File: src/rtl/neuron_act_if.sv
// Handshake/bus bundle between the neuron activation stage, the 4-bit MAC,
// the upstream operand feeder and the next-layer consumer.
//
// Signals:
//   mac_en      feeder -> neuron : copy of the enable presented to the MAC
//   mac_result  MAC    -> neuron : accumulator value (ACC_W bits)
//   bias        cfg    -> neuron : unsigned per-neuron bias (ACC_W bits)
//   mac_clr     neuron -> MAC    : one-cycle clear of the accumulator
//   mac_hold    neuron -> feeder : no mac_en while high
//   out_data    neuron -> next   : activation (OUT_W bits)
//   out_sat     neuron -> next   : activation was clipped to the maximum
//   out_valid   neuron -> next   : output register holds data
//   out_ready   next   -> neuron : consumer accepts data
//
// Modports: master = neuron side, slave = environment side.
interface neuron_act_if #(
    parameter int unsigned ACC_W = 10,
    parameter int unsigned OUT_W = 4
);
    logic             mac_en;
    logic [ACC_W-1:0] mac_result;
    logic [ACC_W-1:0] bias;
    logic             mac_clr;
    logic             mac_hold;
    logic [OUT_W-1:0] out_data;
    logic             out_sat;
    logic             out_valid;
    logic             out_ready;

    modport master (
        input  mac_en, mac_result, bias, out_ready,
        output mac_clr, mac_hold, out_data, out_sat, out_valid
    );

    modport slave (
        output mac_en, mac_result, bias, out_ready,
        input  mac_clr, mac_hold, out_data, out_sat, out_valid
    );
endinterface

File: src/rtl/neuron_act.sv
// Neuron activation stage downstream of the 4-bit MAC.
// Counts N_INPUTS accepted MAC beats, latches the finished dot product and the
// bias, computes ReLU((sum - bias) >> SHIFT) clipped to OUT_W bits and offers
// it on a valid/ready output register. Clears the MAC after each vector and
// holds the operand feeder while a result is in flight or stalled.
//
// Ports:
//   clk  clock
//   rst  synchronous active-high reset
//   bus  neuron_act_if.master (mac_en, mac_result, bias, mac_clr, mac_hold,
//        out_data, out_sat, out_valid, out_ready)
//
// Build option: define ACT_ROUND_EN to round half up before requantising
// instead of truncating.
module neuron_act #(
    parameter int unsigned N_INPUTS = 4,
    parameter int unsigned ACC_W    = 10,
    parameter int unsigned SHIFT    = 4,
    parameter int unsigned OUT_W    = 4
) (
    input logic         clk,
    input logic         rst,
    neuron_act_if.master bus
);

    localparam int unsigned     CntW    = (N_INPUTS > 1) ? $clog2(N_INPUTS) : 1;
    localparam logic [CntW-1:0] CntLast = CntW'(N_INPUTS - 1);
    localparam logic [ACC_W:0]  QMax    = (ACC_W + 1)'((1 << OUT_W) - 1);
`ifdef ACT_ROUND_EN
    localparam logic [ACC_W:0]  RndAdd  = (ACC_W + 1)'(1 << (SHIFT - 1));
`endif

    typedef enum logic [1:0] {StAcc, StLatch, StCalc} state_e;

    state_e           state_q;
    logic [CntW-1:0]  cnt_q;
    logic [ACC_W-1:0] sample_q;
    logic [ACC_W-1:0] bias_q;
    logic             clr_q;
    logic             hold_q;
    logic             valid_q;
    logic             sat_q;
    logic [OUT_W-1:0] data_q;

    logic signed [ACC_W:0] diff;
    logic [ACC_W:0]        mag;
    logic [ACC_W:0]        shifted;
    logic [OUT_W-1:0]      q;
    logic                  q_sat;
    logic                  load;

    // Requantisation of the latched sample; only meaningful in StCalc.
    always_comb begin
        diff  = $signed({1'b0, sample_q}) - $signed({1'b0, bias_q});
        // For positive diff the extra bit gives headroom for the rounding add.
        mag   = $unsigned(diff);
`ifdef ACT_ROUND_EN
        shifted = (mag + RndAdd) >> SHIFT;
`else
        shifted = mag >> SHIFT;
`endif
        q     = '0;
        q_sat = 1'b0;
        if (!diff[ACC_W] && (diff != '0)) begin
            if (shifted > QMax) begin
                q     = '1;
                q_sat = 1'b1;
            end else begin
                q = shifted[OUT_W-1:0];
            end
        end
    end

    assign load = (state_q == StCalc) && (!valid_q || bus.out_ready);

    always_ff @(posedge clk) begin
        if (rst) begin
            state_q  <= StAcc;
            cnt_q    <= '0;
            sample_q <= '0;
            bias_q   <= '0;
            clr_q    <= 1'b1;  // flush whatever the MAC holds
            hold_q   <= 1'b0;
            valid_q  <= 1'b0;
            sat_q    <= 1'b0;
            data_q   <= '0;
        end else begin
            clr_q <= 1'b0;
            // Accept drains the register; a load below takes priority.
            if (bus.out_ready) begin
                valid_q <= 1'b0;
            end
            case (state_q)
                StAcc: begin
                    if (bus.mac_en) begin
                        if (cnt_q == CntLast) begin
                            cnt_q   <= '0;
                            hold_q  <= 1'b1;
                            state_q <= StLatch;
                        end else begin
                            cnt_q <= cnt_q + 1'b1;
                        end
                    end
                end
                StLatch: begin
                    sample_q <= bus.mac_result;
                    bias_q   <= bus.bias;
                    clr_q    <= 1'b1;
                    state_q  <= StCalc;
                end
                StCalc: begin
                    if (load) begin
                        data_q  <= q;
                        sat_q   <= q_sat;
                        valid_q <= 1'b1;
                        hold_q  <= 1'b0;
                        state_q <= StAcc;
                    end
                end
                default: state_q <= StAcc;
            endcase
        end
    end

    assign bus.mac_clr   = clr_q;
    assign bus.mac_hold  = hold_q;
    assign bus.out_data  = data_q;
    assign bus.out_sat   = sat_q;
    assign bus.out_valid = valid_q;

endmodule

File: src/flat_wrapper.sv
// flat-port wrapper written by rule: the top's interface ports become plain ports
module neuron_act_flat 
#(
    parameter int unsigned N_INPUTS = 4,
    parameter int unsigned ACC_W    = 10,
    parameter int unsigned SHIFT    = 4,
    parameter int unsigned OUT_W    = 4
)
  (clk, rst, bus_mac_en, bus_mac_result, bus_bias, bus_out_ready, bus_mac_clr, bus_mac_hold, bus_out_data, bus_out_sat, bus_out_valid);
  neuron_act_if #(.ACC_W(ACC_W), .OUT_W(OUT_W)) bus_i ();
  input logic clk;
  input logic rst;
  input wire logic [$bits(bus_i.mac_en)-1:0] bus_mac_en;
  input wire logic [$bits(bus_i.mac_result)-1:0] bus_mac_result;
  input wire logic [$bits(bus_i.bias)-1:0] bus_bias;
  input wire logic [$bits(bus_i.out_ready)-1:0] bus_out_ready;
  output wire logic [$bits(bus_i.mac_clr)-1:0] bus_mac_clr;
  output wire logic [$bits(bus_i.mac_hold)-1:0] bus_mac_hold;
  output wire logic [$bits(bus_i.out_data)-1:0] bus_out_data;
  output wire logic [$bits(bus_i.out_sat)-1:0] bus_out_sat;
  output wire logic [$bits(bus_i.out_valid)-1:0] bus_out_valid;
  assign bus_i.mac_en = bus_mac_en;
  assign bus_i.mac_result = bus_mac_result;
  assign bus_i.bias = bus_bias;
  assign bus_i.out_ready = bus_out_ready;
  assign bus_mac_clr = bus_i.mac_clr;
  assign bus_mac_hold = bus_i.mac_hold;
  assign bus_out_data = bus_i.out_data;
  assign bus_out_sat = bus_i.out_sat;
  assign bus_out_valid = bus_i.out_valid;
  neuron_act #(.N_INPUTS(N_INPUTS), .ACC_W(ACC_W), .SHIFT(SHIFT), .OUT_W(OUT_W)) u_core (.clk(clk), .rst(rst), .bus(bus_i));
endmodule
File: config.mk
export PLATFORM = sky130hd
export DESIGN_NAME = neuron_act_flat
export DESIGN_NICKNAME = d
export VERILOG_FILES = /design/src/rtl/neuron_act_if.sv /design/src/rtl/neuron_act.sv /design/src/flat_wrapper.sv
export SDC_FILE = /design/constraint.sdc
export NUM_CORES = 1
export LEC_CHECK = 0
export BUFFER_PORTS_ARGS = -buffer_cell sky130_fd_sc_hd__buf_2
export CAP_MARGIN = 25
export CORE_MARGIN = 3
export CORE_UTILIZATION = 56
export CTS_BUF_LIST = sky130_fd_sc_hd__clkbuf_8
export CTS_CLUSTER_SIZE = 14
export DETAILED_ROUTE_END_ITERATION = 8
export PLACE_DENSITY = 0.87
export SETUP_SLACK_MARGIN = 0.4
export SYNTH_ARGS = -nofsm -noshare
export SYNTH_HDL_FRONTEND = slang
export SYNTH_SLANG_ARGS = --single-unit
File: constraint.sdc
create_clock -name clk -period 2.5 [get_ports clk]
set_input_delay 0.625 -clock clk [delete_from_list [all_inputs] [get_ports clk]]
set_output_delay 0.625 -clock clk [all_outputs]
set_load 0.02 [all_outputs]
; Word-level counts from Yosys, hierarchy flattened
; Cells that the tools add are included.
[word_totals]
regBits = 32
latchBits = 0
ramBits = 0
romBits = 0
inputBits = 24
out_inout_bits = 8
wordCells = 47
memories = 0
[op_classes]
addsub = 2
mul = 0
div = 0
magnitude_cmp = 1
n_eq_ne = 6
shift = 0
muxes = 17
n_bitwise = 0
reduce_logical = 12
[ops]
columns = cell, count
row1 = $reduce_bool A11 Y1, 1
row2 = $sub A10 B10 Y11, 1
row3 = $mux W1, 9
row4 = $mux W2, 4
row5 = $mux W4, 2
row6 = $gt A7 B4 Y1 const B, 1
row7 = $pmux W2 S3, 1
row8 = $eq A2 B2 Y1 const B, 2
row9 = $ne A2 B1 Y1 const B, 2
row10 = $reduce_and A2 Y1, 2
row11 = $reduce_and A4 Y1, 1
row12 = $reduce_and A3 Y1, 1
row13 = $add A2 B1 Y2 const B, 1
row14 = $eq A2 B1 Y1 const B, 1
row15 = $logic_and A1 B1 Y1, 2
row16 = $logic_not A1 Y1, 2
row17 = $logic_not A2 Y1, 1
row18 = $ne A2 B2 Y1 const B, 1
row19 = $pmux W1 S2, 1
row20 = $reduce_bool A2 Y1, 1
row21 = $logic_or A1 B1 Y1, 1

; Longest topological paths before layout
; Gate-level depths: netlist of the first run.
[depth]
ltp_word = 5
depth_mapped = 8
mapped_depth_nobuf = 8

; Worst setup path before layout of the first run
; OpenSTA, ideal clock, no wires.
[synth_path]
path_kind = register to register
start = register u_core.sample_q[0]
end = register u_core.data_q[0] (netlist: u_core.bus.out_data[0])
setup_time_ps = 59
arrival_ps = 1798
required_ps = 2441
slack_ps = 642
stages_incl_launch_ff = 9
n_path_buf = 0
synth_period_minus_slack_ps = 1858
cell_sequence = dfxtp_1 -> inv_1 -> ha_1 -> fa_1 -> o21ai_2 -> a21boi_0 -> o21ai_1 -> o21a_1 -> a221o_1
[synth_via]
elab_chain_cells = 4
elab_cells_between_ends = 7
classes_between = add/sub (1) / order compare (1) / mux (2) / reduce/logical (3)
[synth_rtl]
columns = item, line
row1 = from (decl), neuron_act.sv:37  ; logic [ACC_W-1:0] sample_q;
row2 = from (signal assigned), neuron_act.sv:106  ; sample_q <= bus.mac_result;
row3 = $sub A10 B10 Y11 (*), neuron_act.sv:54  ; diff = $signed({1'b0, sample_q}) - $signed({1'b0, bias_q});
row4 = $gt A7 B4 Y1 (tied with other cells), neuron_act.sv:65  ; if (shifted > QMax) begin
row5 = $mux W4 / $logic_and A1 B1 Y1 (equally long branches), "neuron_act.sv:65, neuron_act.sv:64"
row6 = $mux W4 (*), neuron_act.sv:64  ; if (!diff[ACC_W] && (diff != '0)) begin
row7 = to (signal assigned), neuron_act.sv:113  ; data_q <= q;
row8 = to (decl), neuron_act.sv:43  ; logic [OUT_W-1:0] data_q;
; Mark *: on every way between the ends. The rest lies on a longest branch, timed or not.
; A chain may end at the register's enable or synchronous reset.

; Worst setup path after layout of the first run
[layout_path]
start = register u_core.bias_q[6]
end = register u_core.data_q[3] (netlist: u_core.bus.out_data[3])
[layout_via]
elab_chain_cells = 4
elab_cells_between_ends = 7
classes_between = add/sub (1) / order compare (1) / mux (2) / reduce/logical (3)
[layout_rtl]
columns = item, line
row1 = from (decl), neuron_act.sv:38  ; logic [ACC_W-1:0] bias_q;
row2 = from (signal assigned), neuron_act.sv:107  ; bias_q <= bus.bias;
row3 = $sub A10 B10 Y11 (*), neuron_act.sv:54
row4 = $gt A7 B4 Y1 (tied with other cells), neuron_act.sv:65
row5 = $mux W4 / $logic_and A1 B1 Y1 (equally long branches), "neuron_act.sv:65, neuron_act.sv:64"
row6 = $mux W4 (*), neuron_act.sv:64
; Marked as above.

==> summary.txt, run 1 <==
Drt
  • Final WL: 3.12 mm
  • Count of TritonRoute iterations in the first routing pass: 4
  • DR WL/cell: between 10 and 15 um
  • Detailed Route Iter0 Violations: 40
  • Per-cell via count in the routed design: 5.29
  • Remaining number of nets flagged by the antenna check after routing: 0
  • Drc violations: 0
  • Via count of the routed design: 1,360

Place
  • Worst slack, placed: 0.445 ns
  • I/O Buffers: 31
  • HPWL reported at the end of detailed placement: approximately 2.3 mm
  • Routability-driven placement congestion ratio: approximately 0.9
  • Placed instance count: between 200 and 250
  • Placed cell areas: 1740 um^2

Min path
  • Worst hold stages: 1
  • Min-Delay Startpoint: u_core.bus.out_sat$_SDFFE_PP0P_
  • Path type of the worst min-delay path: reg2reg
  • Worst min-delay path endpoint: u_core.bus.out_sat$_SDFFE_PP0P_

Cells and area
  • Proportion of layout cells with a drive suffix above 1: 22.0%
  • Leading cell types in the layout, fill and taps excluded: 47 x sky130_fd_sc_hd__nand2_1, 32 x sky130_fd_sc_hd__dfxtp_1, 31 x sky130_fd_sc_hd__buf_2
  • Final Instance Count excl. Fillers: 257
  • Area used by multi-input combinational logic: about 850 um^2
  • Final std cell area, no fill: between 1500 and 2000 um^2
  • Most common library cell in the layout ignoring fill and taps: sky130_fd_sc_hd__nand2_1
  • Fillcell total: 208
  • Signed area change from the synthesized netlist to the final layout: 20.5%
  • Reg area: 641 um^2
  • Antenna fix cells: 0
  • Layout Nets: 262

CTS
  • Clock Root Buffer: sky130_fd_sc_hd__clkbuf_8
  • CTS tree: yes
  • Clock tree sinks: 32
  • Number of levels the H-tree was split into: 2
  • Number of buffers created by CTS: 5
  • Clock edge transition at the registers on the reported setup and hold paths: ~0.060 ns
  • Clock latency reported for the late side of the worst-skew pair: between 0.2 and 0.3 ns
  • Clock Tree Buf Depth: 2

Pwr
  • Worst-case vdd ir drop: roughly 0.75 mV
  • PnR Total Power: 0.00107 W
  • Power density of the placed cells: between 500 and 600 nW/um^2
  • Leakage power: 0.804 nW

Synth
  • Top area cells in the synthesized netlist: sky130_fd_sc_hd__dfxtp_1 41%, sky130_fd_sc_hd__nand2_1 11%, sky130_fd_sc_hd__a21oi_1 9.1%
  • Sequential area share after synthesis: 41.4%
  • Flip-flop cell with the highest count after synthesis: sky130_fd_sc_hd__dfxtp_1
  • Synthesized net count: approximately 230
  • Post-synthesis cell count: 191
  • Synth top area share: 41.4%
  • Cell area after technology mapping: 1550 um^2
  • Yosys synthesis warning count: 0
  • Ys async rst share: 0%
  • Post-Synthesis Mean Instance Area: 8.10 um^2
  • Top cell type by total area after synthesis: sky130_fd_sc_hd__dfxtp_1
  • Post-synth cell types: 33
  • Synthesis-stage register bit count: 32
  • Count of flip-flops with a built-in enable after synthesis: 0

Global route
  • Grt ovf: 0
  • Initial antenna violation count: 0
  • Global-route wire length before repair: 5.43 mm
  • Maximum number of pins on one net before global-route repair: 29
  • Overall fraction of global-route tracks in use: 21.3%
  • Vias in the first global route: 1,224

Critical path
  • Capture point of the worst reg-to-reg path: u_core.bus.out_data[3]$_SDFFE_PP0P_
  • Cells along the critical path: inv_1 -> ha_1 -> a21oi_2 -> o21ai_0 -> and2_1 -> a211oi_2 -> o21a_1 -> a221o_1
  • Maximum fanout encountered on the critical timing path: 6
  • Kind of cell adding the most delay to the critical path: compound AO/OA/AOI/OAI gates
  • Cell count of the worst reg-to-reg path: 8
  • Combined buffer and inverter count along the critical path: 1
  • Master of the slowest instance on the critical path: sky130_fd_sc_hd__ha_1
  • Largest incremental delay on the critical path: 0.41 ns
  • Kind of launch point of the worst setup path: register
  • Reg-to-reg critical path startpoint: u_core.bias_q[6]$_SDFFE_PP0P_
  • Setup slack of the most critical reg-to-reg path: 0.53 ns
  • Endpoint kind of the worst setup timing path: register
  • Required @ worst endpoint: roughly 2.7 ns
  • Arrival time of the worst setup path: 2.15 ns
  • WS Path Type: reg2reg

Floorplanning
  • Num rows: 18
  • Horizontal die dimension: between 50 and 60 um
  • Core outline area: 2540 um^2
  • Die ar.: approximately 3400 um^2
  • Vert. Die Dim: 58.6 um
  • Io pins: 32
  • Starting Density: ~60%

STA
  • Fin Setup TNS: 0 ns
  • Final period util: 78.9%
  • Worst Clk Skew: 0.00491 ns
  • Setup violators final: 0
  • Max-slew violation total from the final report: 0
  • Maximum clock rate: 507 MHz
  • Unrepaired setup endpoints after global routing: no
  • Setup ws final: 0.527 ns
  • Headroom to the max-slew limit: a little over three fifths
  • Least-Margin Pin Slew: 0.557 ns
  • Count of endpoints failing hold in the final timing report: 0
  • Period minus WS final: 1.97 ns

Run status
  • Status: finished clean

Run
  • Number of max-cap violations: 0
[synthesized netlist by cell type, drive strengths merged (2+ instances only)]
cell / number
inv: 12
and2: 2
mux2i: 2
nand2: 47
dfxtp: 32
nor2b: 3
o21ai: 7
xor2: 3
buf: 2
clkbuf: 5
nor2: 9
a221o: 3
and3: 2
nand2b: 5
a21oi: 30
o211ai: 2
nor3: 2
xnor2: 2
ha: 11
a21o: 2
[area by class of cell]
type                    instances  share of cell area [%]
repair buffers                 35                    9.93
flip-flops and latches         32                    34.4
well taps                      30                    2.01
clock buffers                   5                    3.69
clock inverters                 3                    2.08
inverters                      12                    2.42
multi-input cells             140                    45.5
[timing repair]
item	4_1_cts	5_1_grt
setup buffers	0	1
hold buffers	0	0
resized for setup	0	4
setup endpoints to repair	0	5
[state kept, by name, summed over array words and instances (netlist names)]
register / cells
u_core.state_q: 2
u_core.bus.out_valid: 1
u_core.bias_q: 10
u_core.cnt_q: 2
u_core.bus.mac_hold: 1
u_core.bus.out_data: 4
u_core.bus.out_sat: 1
u_core.sample_q: 10
u_core.bus.mac_clr: 1
[worst register-to-register path, cell delays in order, from the launching register on]
cell,delay (ns)
sky130_fd_sc_hd__dfxtp_1,0.34
sky130_fd_sc_hd__inv_1,0.05
sky130_fd_sc_hd__ha_1,0.41
sky130_fd_sc_hd__a21oi_2,0.10
sky130_fd_sc_hd__o21ai_0,0.23
sky130_fd_sc_hd__and2_1,0.18
sky130_fd_sc_hd__a211oi_2,0.04
sky130_fd_sc_hd__o21a_1,0.24
sky130_fd_sc_hd__a221o_1,0.27
[power breakdown]
group | switching [W] | total (W) | internal (W)
Sequential | 0.00000339 | 0.000520 | 0.000516
Combinational | 0.0000355 | 0.0000704 | 0.0000349
Clock | 0.000191 | 0.000482 | 0.000291
Total | 0.000230 | 0.00107 | 0.000842
[metal layers]
layer  vias up  GRT usage [%]  part of all wire, %
li1        709              -                    -
met1       614           28.0                   48
met2        29           31.1                   44
met3         8           8.11                  6.1
met4         0           9.71                  2.4
met5         -              0                    0
[worst max-delay path by stage]
stage,cells after the start,slack (ns),endpoint,start
after global placement,8,0.55,u_core.bus.out_data[0]$_SDFFE_PP0P_,u_core.sample_q[0]$_SDFFE_PP0P_
after detailed placement,8,0.45,u_core.bus.out_data[3]$_SDFFE_PP0P_,u_core.sample_q[0]$_SDFFE_PP0P_
after global routing,8,0.38,u_core.bus.out_data[1]$_SDFFE_PP0P_,u_core.bias_q[6]$_SDFFE_PP0P_
after floorplan,8,0.64,u_core.bus.out_data[0]$_SDFFE_PP0P_,u_core.sample_q[0]$_SDFFE_PP0P_
after CTS,8,0.42,u_core.bus.out_data[2]$_SDFFE_PP0P_,u_core.sample_q[0]$_SDFFE_PP0P_
final,8,0.53,u_core.bus.out_data[3]$_SDFFE_PP0P_,u_core.bias_q[6]$_SDFFE_PP0P_
[cells by family (layout without fill, tap and decap cells)]
logic type	count (synthesis)	count (layout)	share of synthesized area [%]
and+or+nand+nor	72	72	20.4
AOI/OAI and AO/OA	49	49	19.3
DFF	32	32	41.4
buffers and inverters	19	55	4.61
adders and majority gates	12	12	10.2
xor gates and xnor gates	5	5	2.83
muxes	2	2	1.29
[per-stage QoR]
step	util, %	hold WS (ns)
CTS	72.5	0.456
global route	73.3	0.469
detailed placement	68.2	0.442
finish	73.3	0.448
floorplan	-	0.436
global placement	68.2	0.434
No activity file was read; power rests on OpenSTA's default activity.
==> run 2: changes to the inputs <==
Clock period 2.5 ns to 2.04 ns, I/O delays scaled along.
==> summary.txt, run 2 (synthesis gave the netlist of run 1 again) <==
Min path
  • Path type of the worst min-delay path: in2reg

STA
  • Unrepaired setup endpoints after global routing: yes
  • Setup ws final: 0.167 ns (-0.360 ns)
  • Headroom to the max-slew limit: 64.8% (+2.0 points)
  • Count of endpoints failing hold in the final timing report: 0 (unchanged)
  • Setup violators final: 0 (unchanged)
  • Max-slew violation total from the final report: 0 (unchanged)
  • Period minus WS final: 1.87 ns (-0.100 ns)
  • Final period util: 91.8% (+13 points)
  • Least-Margin Pin Slew: 0.527 ns (-0.0300 ns)
  • Worst Clk Skew: 0.00469 ns (-0.000214 ns)
  • Fin Setup TNS: 0 ns (unchanged)
  • Maximum clock rate: 534 MHz (+5.4%)

Drt
  • DR WL/cell: 13.9 um (+14%)
  • Drc violations: 0 (unchanged)
  • Final WL: 3.60 mm (+15%)
  • Detailed Route Iter0 Violations: 41 (+2.5%)
  • Remaining number of nets flagged by the antenna check after routing: 0 (unchanged)
  • Via count of the routed design: 1,419 (+4.3%)
  • Count of TritonRoute iterations in the first routing pass: 4 (unchanged)
  • Per-cell via count in the routed design: 5.48 (+3.5%)

Global route
  • Global-route wire length before repair: 6.22 mm (+14%)
  • Layer carrying the most global-route usage: met2
  • Global-route met3 utilization: 9.21% (+1.1 points)
  • Grt ovf: 0 (unchanged)
  • Overall fraction of global-route tracks in use: 24.1% (+2.7 points)
  • GR met2 Demand/Resource: 37.2% (+6.1 points)
  • Initial antenna violation count: 0 (unchanged)
  • Maximum number of pins on one net before global-route repair: 29 (unchanged)
  • Vias in the first global route: 1,421 (+16%)
  • Met1 Track Usage GR: 29.6% (+1.6 points)

Place
  • HPWL reported at the end of detailed placement: 2.32 mm (+3.2%)
  • Routability-driven placement congestion ratio: 0.926 (+2.1%)
  • I/O Buffers: 31 (unchanged)
  • Worst slack, placed: 0.142 ns (-0.303 ns)
  • Placed cell areas: 1770 um^2 (+1.7%)

Pwr
  • Gate power share: 7.5% (+0.9 points)
  • PnR Total Power: 0.00123 W (+15%)
  • Reg power frac: 51.7% (+3.2 points)
  • Power density of the placed cells: 616 nW/um^2 (+7.2%)
  • Total net switching power: 0.000284 W (+23%)
  • Worst-case vdd ir drop: 0.714 mV (-4.4%)
  • Pint: 0.000946 W (+12%)
  • Leakage power: 0.822 nW (+2.2%)
  • Fraction of power spent switching nets: 23.1% (+1.6 points)
  • Share of power burned in the clock network: 40.8% (-4.2 points)

CTS
  • Number of buffers created by CTS: 5 (unchanged)
  • Clock latency reported for the late side of the worst-skew pair: 0.29 ns (about the same)
  • CTS tree: yes
  • Hold-fix buffer count after cts: 0 (unchanged)
  • Number of levels the H-tree was split into: 2 (unchanged)
  • Clock tree sinks: 32 (unchanged)
  • Clock Root Buffer: sky130_fd_sc_hd__clkbuf_8
  • Clock edge transition at the registers on the reported setup and hold paths: 0.07 ns (about the same)
  • Clock Tree Buf Depth: 2 (unchanged)

Floorplanning
  • Horizontal die dimension: 58.6 um (unchanged)
  • Starting Density: 60.8% (unchanged)
  • Io pins: 32 (unchanged)
  • Core outline area: 2540 um^2 (unchanged)
  • Num rows: 18 (unchanged)
  • Die ar.: 3430 um^2 (unchanged)
  • Vert. Die Dim: 58.6 um (unchanged)

Cells and area
  • Leading cell types in the layout, fill and taps excluded: 47 x sky130_fd_sc_hd__nand2_1, 31 x sky130_fd_sc_hd__buf_2, 26 x sky130_fd_sc_hd__dfxtp_1
  • Final std cell area, no fill: 2000 um^2 (+7.0%)
  • Reg area: 651 um^2 (+1.6%)
  • Signed area change from the synthesized netlist to the final layout: 28.9%
  • Antenna fix cells: 0 (unchanged)
  • Util after Layout: 78.4% (+5.2 points)
  • Most common library cell in the layout ignoring fill and taps: sky130_fd_sc_hd__nand2_1
  • Fillcell total: 188 (-9.6%)
  • Layout Nets: 264 (+0.76%)
  • Proportion of layout cells with a drive suffix above 1: 33.6% (+12 points)
  • Area used by multi-input combinational logic: 970 um^2 (+14%)

Critical path
  • Arrival time of the worst setup path: 2.05 ns (-0.10 ns)
  • Worst setup path endpoint: u_core.bus.out_data[3]$_SDFFE_PP0P_
  • Kind of launch point of the worst setup path: register
  • Cell count of the worst reg-to-reg path: 8 (unchanged)
  • Required @ worst endpoint: 2.22 ns (-0.46 ns)
  • WS Path Type: reg2reg
  • Reg-to-reg critical path startpoint: u_core.bias_q[7]$_SDFFE_PP0P_
  • Setup slack of the most critical reg-to-reg path: 0.17 ns (-0.36 ns)
  • Capture point of the worst reg-to-reg path: u_core.bus.out_data[3]$_SDFFE_PP0P_
  • Startpoint of the most critical setup path: u_core.bias_q[7]$_SDFFE_PP0P_
  • Maximum fanout encountered on the critical timing path: 6 (unchanged)
  • Endpoint kind of the worst setup timing path: register

Run
  • Number of max-cap violations: 0 (unchanged)

Run status
  • Status: finished clean
run 2: cell count changes in the layout (fill, tap and decap cells not counted), moves of 2 or more:
cell                      previous run  this run
sky130_fd_sc_hd__ha_4                0         7
sky130_fd_sc_hd__o21ai_0             5         3
sky130_fd_sc_hd__inv_2               0         3
sky130_fd_sc_hd__dfxtp_1            32        26
sky130_fd_sc_hd__o21ai_1             0         2
sky130_fd_sc_hd__buf_4               4         6
sky130_fd_sc_hd__a21oi_2             3         7
sky130_fd_sc_hd__inv_1              13         9
sky130_fd_sc_hd__a21oi_1            27        23
sky130_fd_sc_hd__dfxtp_2             0         5
sky130_fd_sc_hd__ha_1               11         3
run 2: routing by layer:
layer,routed length (um),up-vias
met5,0,-
met4,121,0
met3,191,15
met2,1660,41
met1,1630,651
li1,-,712
run 2: how the worst min path moves through the flow:
stage,start,to,depth (start not counted)
5_1_grt,u_core.bus.out_sat$_SDFFE_PP0P_,u_core.bus.out_sat$_SDFFE_PP0P_,1
3_3_place_gp,u_core.bus.out_sat$_SDFFE_PP0P_,u_core.bus.out_sat$_SDFFE_PP0P_,1
3_5_place_dp,u_core.bus.out_sat$_SDFFE_PP0P_,u_core.bus.out_sat$_SDFFE_PP0P_,1
6_report,bus_bias[9],u_core.bias_q[9]$_SDFFE_PP0P_,3
4_1_cts,bus_mac_result[8],u_core.sample_q[8]$_SDFFE_PP0P_,3
2_1_floorplan,u_core.bias_q[2]$_SDFFE_PP0P_,u_core.bias_q[2]$_SDFFE_PP0P_,2
run 2: timing repair:
item,CTS,global route
resized for setup,14,13
setup endpoints to repair,5,5
setup buffers,2,1
pin swaps,5,8
run 2: final cells by class:
cell class	count	area share, %
timing repair buffer	37	10.0
multi-input combinational	140	48.6
inverter	12	2.26
sequential	32	32.6
tap	30	1.88
clock inverter	2	0.502
clock buffer	6	4.14
run 2: power groups by stage:
stage,sequential (W),clock (W),combinational [W]
6_report,0.000636,0.000501,0.0000926
5_1_grt,0.000637,0.000534,0.000103
4_1_cts,0.000637,0.000508,0.0000903
3_5_place_dp,0.000651,0,0.0000840
3_3_place_gp,0.000651,0,0.0000828
2_1_floorplan,0.000652,0,0.0000499
run 2: stage by stage:
step                hold slack, ns  std cells
detailed placement           0.441        248
finish                       0.451        259
global route                 0.468        259
global placement             0.443        248
floorplan                    0.436        191
CTS                          0.451        258
run 2: critical path, stage by stage (launching register included):
cell	delay, ns
sky130_fd_sc_hd__dfxtp_1	0.34
sky130_fd_sc_hd__inv_1	0.05
sky130_fd_sc_hd__ha_2	0.38
sky130_fd_sc_hd__nand2_1	0.07
sky130_fd_sc_hd__o21ai_1	0.18
sky130_fd_sc_hd__and2_1	0.17
sky130_fd_sc_hd__a211oi_2	0.05
sky130_fd_sc_hd__o21a_1	0.24
sky130_fd_sc_hd__a221o_1	0.28
==> run 3: changes to the inputs <==
Settings changed: CORE_UTILIZATION 56 to 57, PLACE_DENSITY 0.87 to 0.89.
Clock period 2.04 ns to 2.4 ns, I/O delays scaled along.
==> summary.txt, run 3 (synthesis gave the netlist of run 1 again) <==
Place
  • Worst slack, placed: 0.350 ns (+0.208 ns)
  • Routability-driven placement congestion ratio: 0.854 (-7.8%)
  • HPWL reported at the end of detailed placement: 2.25 mm (-3.0%)
  • I/O Buffers: 31 (unchanged)

Critical path
  • Largest incremental delay on the critical path: 0.37 ns (about the same)
  • Setup slack of the most critical reg-to-reg path: 0.49 ns (+0.32 ns)
  • Capture point of the worst reg-to-reg path: u_core.bus.out_data[3]$_SDFFE_PP0P_
  • Endpoint kind of the worst setup timing path: register
  • WS Path Type: reg2reg
  • Master of the slowest instance on the critical path: sky130_fd_sc_hd__fa_2
  • Cell count of the worst reg-to-reg path: 8 (unchanged)
  • Kind of launch point of the worst setup path: register
  • Arrival time of the worst setup path: 2.09 ns (+0.04 ns)
  • Combined buffer and inverter count along the critical path: 1 (unchanged)
  • Required @ worst endpoint: 2.58 ns (+0.36 ns)
  • Kind of cell adding the most delay to the critical path: compound AO/OA/AOI/OAI gates
  • Cells along the critical path: inv_1 -> ha_2 -> fa_2 -> o21ai_4 -> a21oi_2 -> xnor2_1 -> o21a_1 -> a221o_1
  • Crit. path cell count: 8 (unchanged)
  • Maximum fanout encountered on the critical timing path: 5 (-1)
  • Reg-to-reg critical path startpoint: u_core.sample_q[0]$_SDFFE_PP0P_

Cells and area
  • Area used by multi-input combinational logic: 892 um^2 (-8.0%)
  • Reg area: 642 um^2 (-1.3%)
  • Antenna fix cells: 0 (unchanged)
  • Proportion of layout cells with a drive suffix above 1: 25.8% (-7.8 points)
  • Layout Nets: 261 (-1.1%)
  • Leading cell types in the layout, fill and taps excluded: 47 x sky130_fd_sc_hd__nand2_1, 31 x sky130_fd_sc_hd__buf_2, 31 x sky130_fd_sc_hd__dfxtp_1
  • Signed area change from the synthesized netlist to the final layout: 20.9%
  • Fillcell total: 187 (-0.53%)
  • Most common library cell in the layout ignoring fill and taps: sky130_fd_sc_hd__nand2_1

Drt
  • Final WL: 3.25 mm (-9.8%)
  • DR WL/cell: 12.7 um (-8.4%)
  • Remaining number of nets flagged by the antenna check after routing: 0 (unchanged)
  • Drc violations: 0 (unchanged)
  • Via count of the routed design: 1,377 (-3.0%)
  • Per-cell via count in the routed design: 5.40 (-1.4%)
  • Count of TritonRoute iterations in the first routing pass: 4 (unchanged)
  • Detailed Route Iter0 Violations: 37 (-9.8%)

CTS
  • Clock tree sinks: 32 (unchanged)
  • Number of levels the H-tree was split into: 2 (unchanged)
  • Number of buffers created by CTS: 5 (unchanged)
  • Hold-fix buffer count after cts: 0 (unchanged)
  • Clock edge transition at the registers on the reported setup and hold paths: 0.07 ns (about the same)
  • CTS tree: yes
  • Clock Tree Buf Depth: 2 (unchanged)
  • Clock latency reported for the late side of the worst-skew pair: 0.29 ns (about the same)
  • Clock Root Buffer: sky130_fd_sc_hd__clkbuf_8
  • Total setup buffers inserted after CTS: 0 (-2)

Pwr
  • Leakage power: 0.784 nW (-4.6%)
  • Power density of the placed cells: 532 nW/um^2 (-14%)
  • Worst-case vdd ir drop: 0.595 mV (-17%)

STA
  • Count of endpoints failing hold in the final timing report: 0 (unchanged)
  • Hold WS: 0.447 ns (-0.00422 ns)
  • Max-slew violation total from the final report: 0 (unchanged)
  • Worst Clk Skew: 0.00848 ns (+0.00379 ns)
  • Least-Margin Pin Slew: 0.551 ns (+0.0247 ns)
  • Headroom to the max-slew limit: 63.2% (-1.7 points)
  • Period minus WS final: 1.91 ns (+0.0381 ns)
  • Unrepaired setup endpoints after global routing: no
  • Fin Setup TNS: 0 ns (unchanged)
  • Maximum clock rate: 523 MHz (-2.0%)
  • Final period util: 79.6% (-12 points)
  • Setup violators final: 0 (unchanged)
  • Setup ws final: 0.489 ns (+0.322 ns)

Global route
  • Initial antenna violation count: 0 (unchanged)
  • Grt ovf: 0 (unchanged)
  • Met1 Track Usage GR: 25.8% (-3.8 points)
  • Overall fraction of global-route tracks in use: 20.3% (-3.7 points)
  • GR met2 Demand/Resource: 31.9% (-5.2 points)
  • Global-route wire length before repair: 5.22 mm (-16%)
  • Layer carrying the most global-route usage: met2
  • Maximum number of pins on one net before global-route repair: 29 (unchanged)
  • Vias in the first global route: 1,218 (-14%)
  • Global-route met3 utilization: 7.35% (-1.9 points)

Min path
  • Min-Delay Startpoint: u_core.bus.out_sat$_SDFFE_PP0P_
  • Path type of the worst min-delay path: reg2reg
  • Worst hold stages: 1 (-2)
  • Worst min-delay path endpoint: u_core.bus.out_sat$_SDFFE_PP0P_

Floorplanning
  • Io pins: 32 (unchanged)
  • Core outline area: 2520 um^2 (-0.88%)
  • Starting Density: 61.4% (+0.54 points)
  • Num rows: 18 (unchanged)
  • Horizontal die dimension: 58.1 um (-0.79%)
  • Vert. Die Dim: 58.1 um (-0.79%)
  • Die ar.: 3380 um^2 (-1.6%)

Run status
  • Status: finished clean

Run
  • Number of max-cap violations: 0 (unchanged)
## run 3: changes by cell type in the layout (fill, tap and decap cells not counted), moves of 4 or more
cell	change
sky130_fd_sc_hd__dfxtp_1	+5
sky130_fd_sc_hd__inv_1	+4
sky130_fd_sc_hd__dfxtp_2	-4
sky130_fd_sc_hd__ha_4	-6
## run 3: area by class of cell
class	instances	area share (%)
flip-flops and latches	32	34.3
well taps	30	2.01
multi-input cells	140	47.7
clock buffers	5	3.68
inverters	12	2.41
repair buffers	34	9.49
clock inverters	2	0.468
## run 3: report_power, final
group	switching (W)	internal [W]	total, W
Clock	0.000187	0.000192	0.000379
Combinational	0.0000384	0.0000375	0.0000759
Sequential	0.00000371	0.000538	0.000542
## run 3: worst max-delay path by stage
| stage | slack (ns) | to | start |
|---|---|---|---|
| 6_report | 0.49 | u_core.bus.out_data[3]$_SDFFE_PP0P_ | u_core.sample_q[0]$_SDFFE_PP0P_ |
| 5_1_grt | 0.40 | u_core.bus.out_data[3]$_SDFFE_PP0P_ | u_core.sample_q[0]$_SDFFE_PP0P_ |
| 4_1_cts | 0.41 | u_core.bus.out_data[3]$_SDFFE_PP0P_ | u_core.sample_q[0]$_SDFFE_PP0P_ |
| 3_5_place_dp | 0.35 | u_core.bus.out_data[3]$_SDFFE_PP0P_ | u_core.sample_q[0]$_SDFFE_PP0P_ |
| 3_3_place_gp | 0.44 | u_core.bus.out_data[0]$_SDFFE_PP0P_ | u_core.sample_q[0]$_SDFFE_PP0P_ |
| 2_1_floorplan | 0.54 | u_core.bus.out_data[0]$_SDFFE_PP0P_ | u_core.sample_q[0]$_SDFFE_PP0P_ |
## run 3: layer usage
layer  part of all wire (%)  wire [um]
met1                     47       1510
met2                     47       1520
met3                    5.1        164
met4                    1.6         53
met5                      0          0
## run 3: per-stage QoR
stage / utilization (%) / area (um^2) / power [W] / std cells
after CTS: 72.1 / 1820 / 0.000999 / 255
after global placement: 68.8 / 1740 / 0.000622 / 248
after global routing: 74.2 / 1870 / 0.00104 / 255
final: 74.2 / 1870 / 0.000996 / 255
after floorplan: - / 1550 / 0.000596 / 191
after detailed placement: 68.8 / 1740 / 0.000624 / 248
## run 3: repair_timing
item                       4_1_cts  5_1_grt
gates resized for setup          1       16
setup endpoints to repair        5        5
pin swaps                        1        6
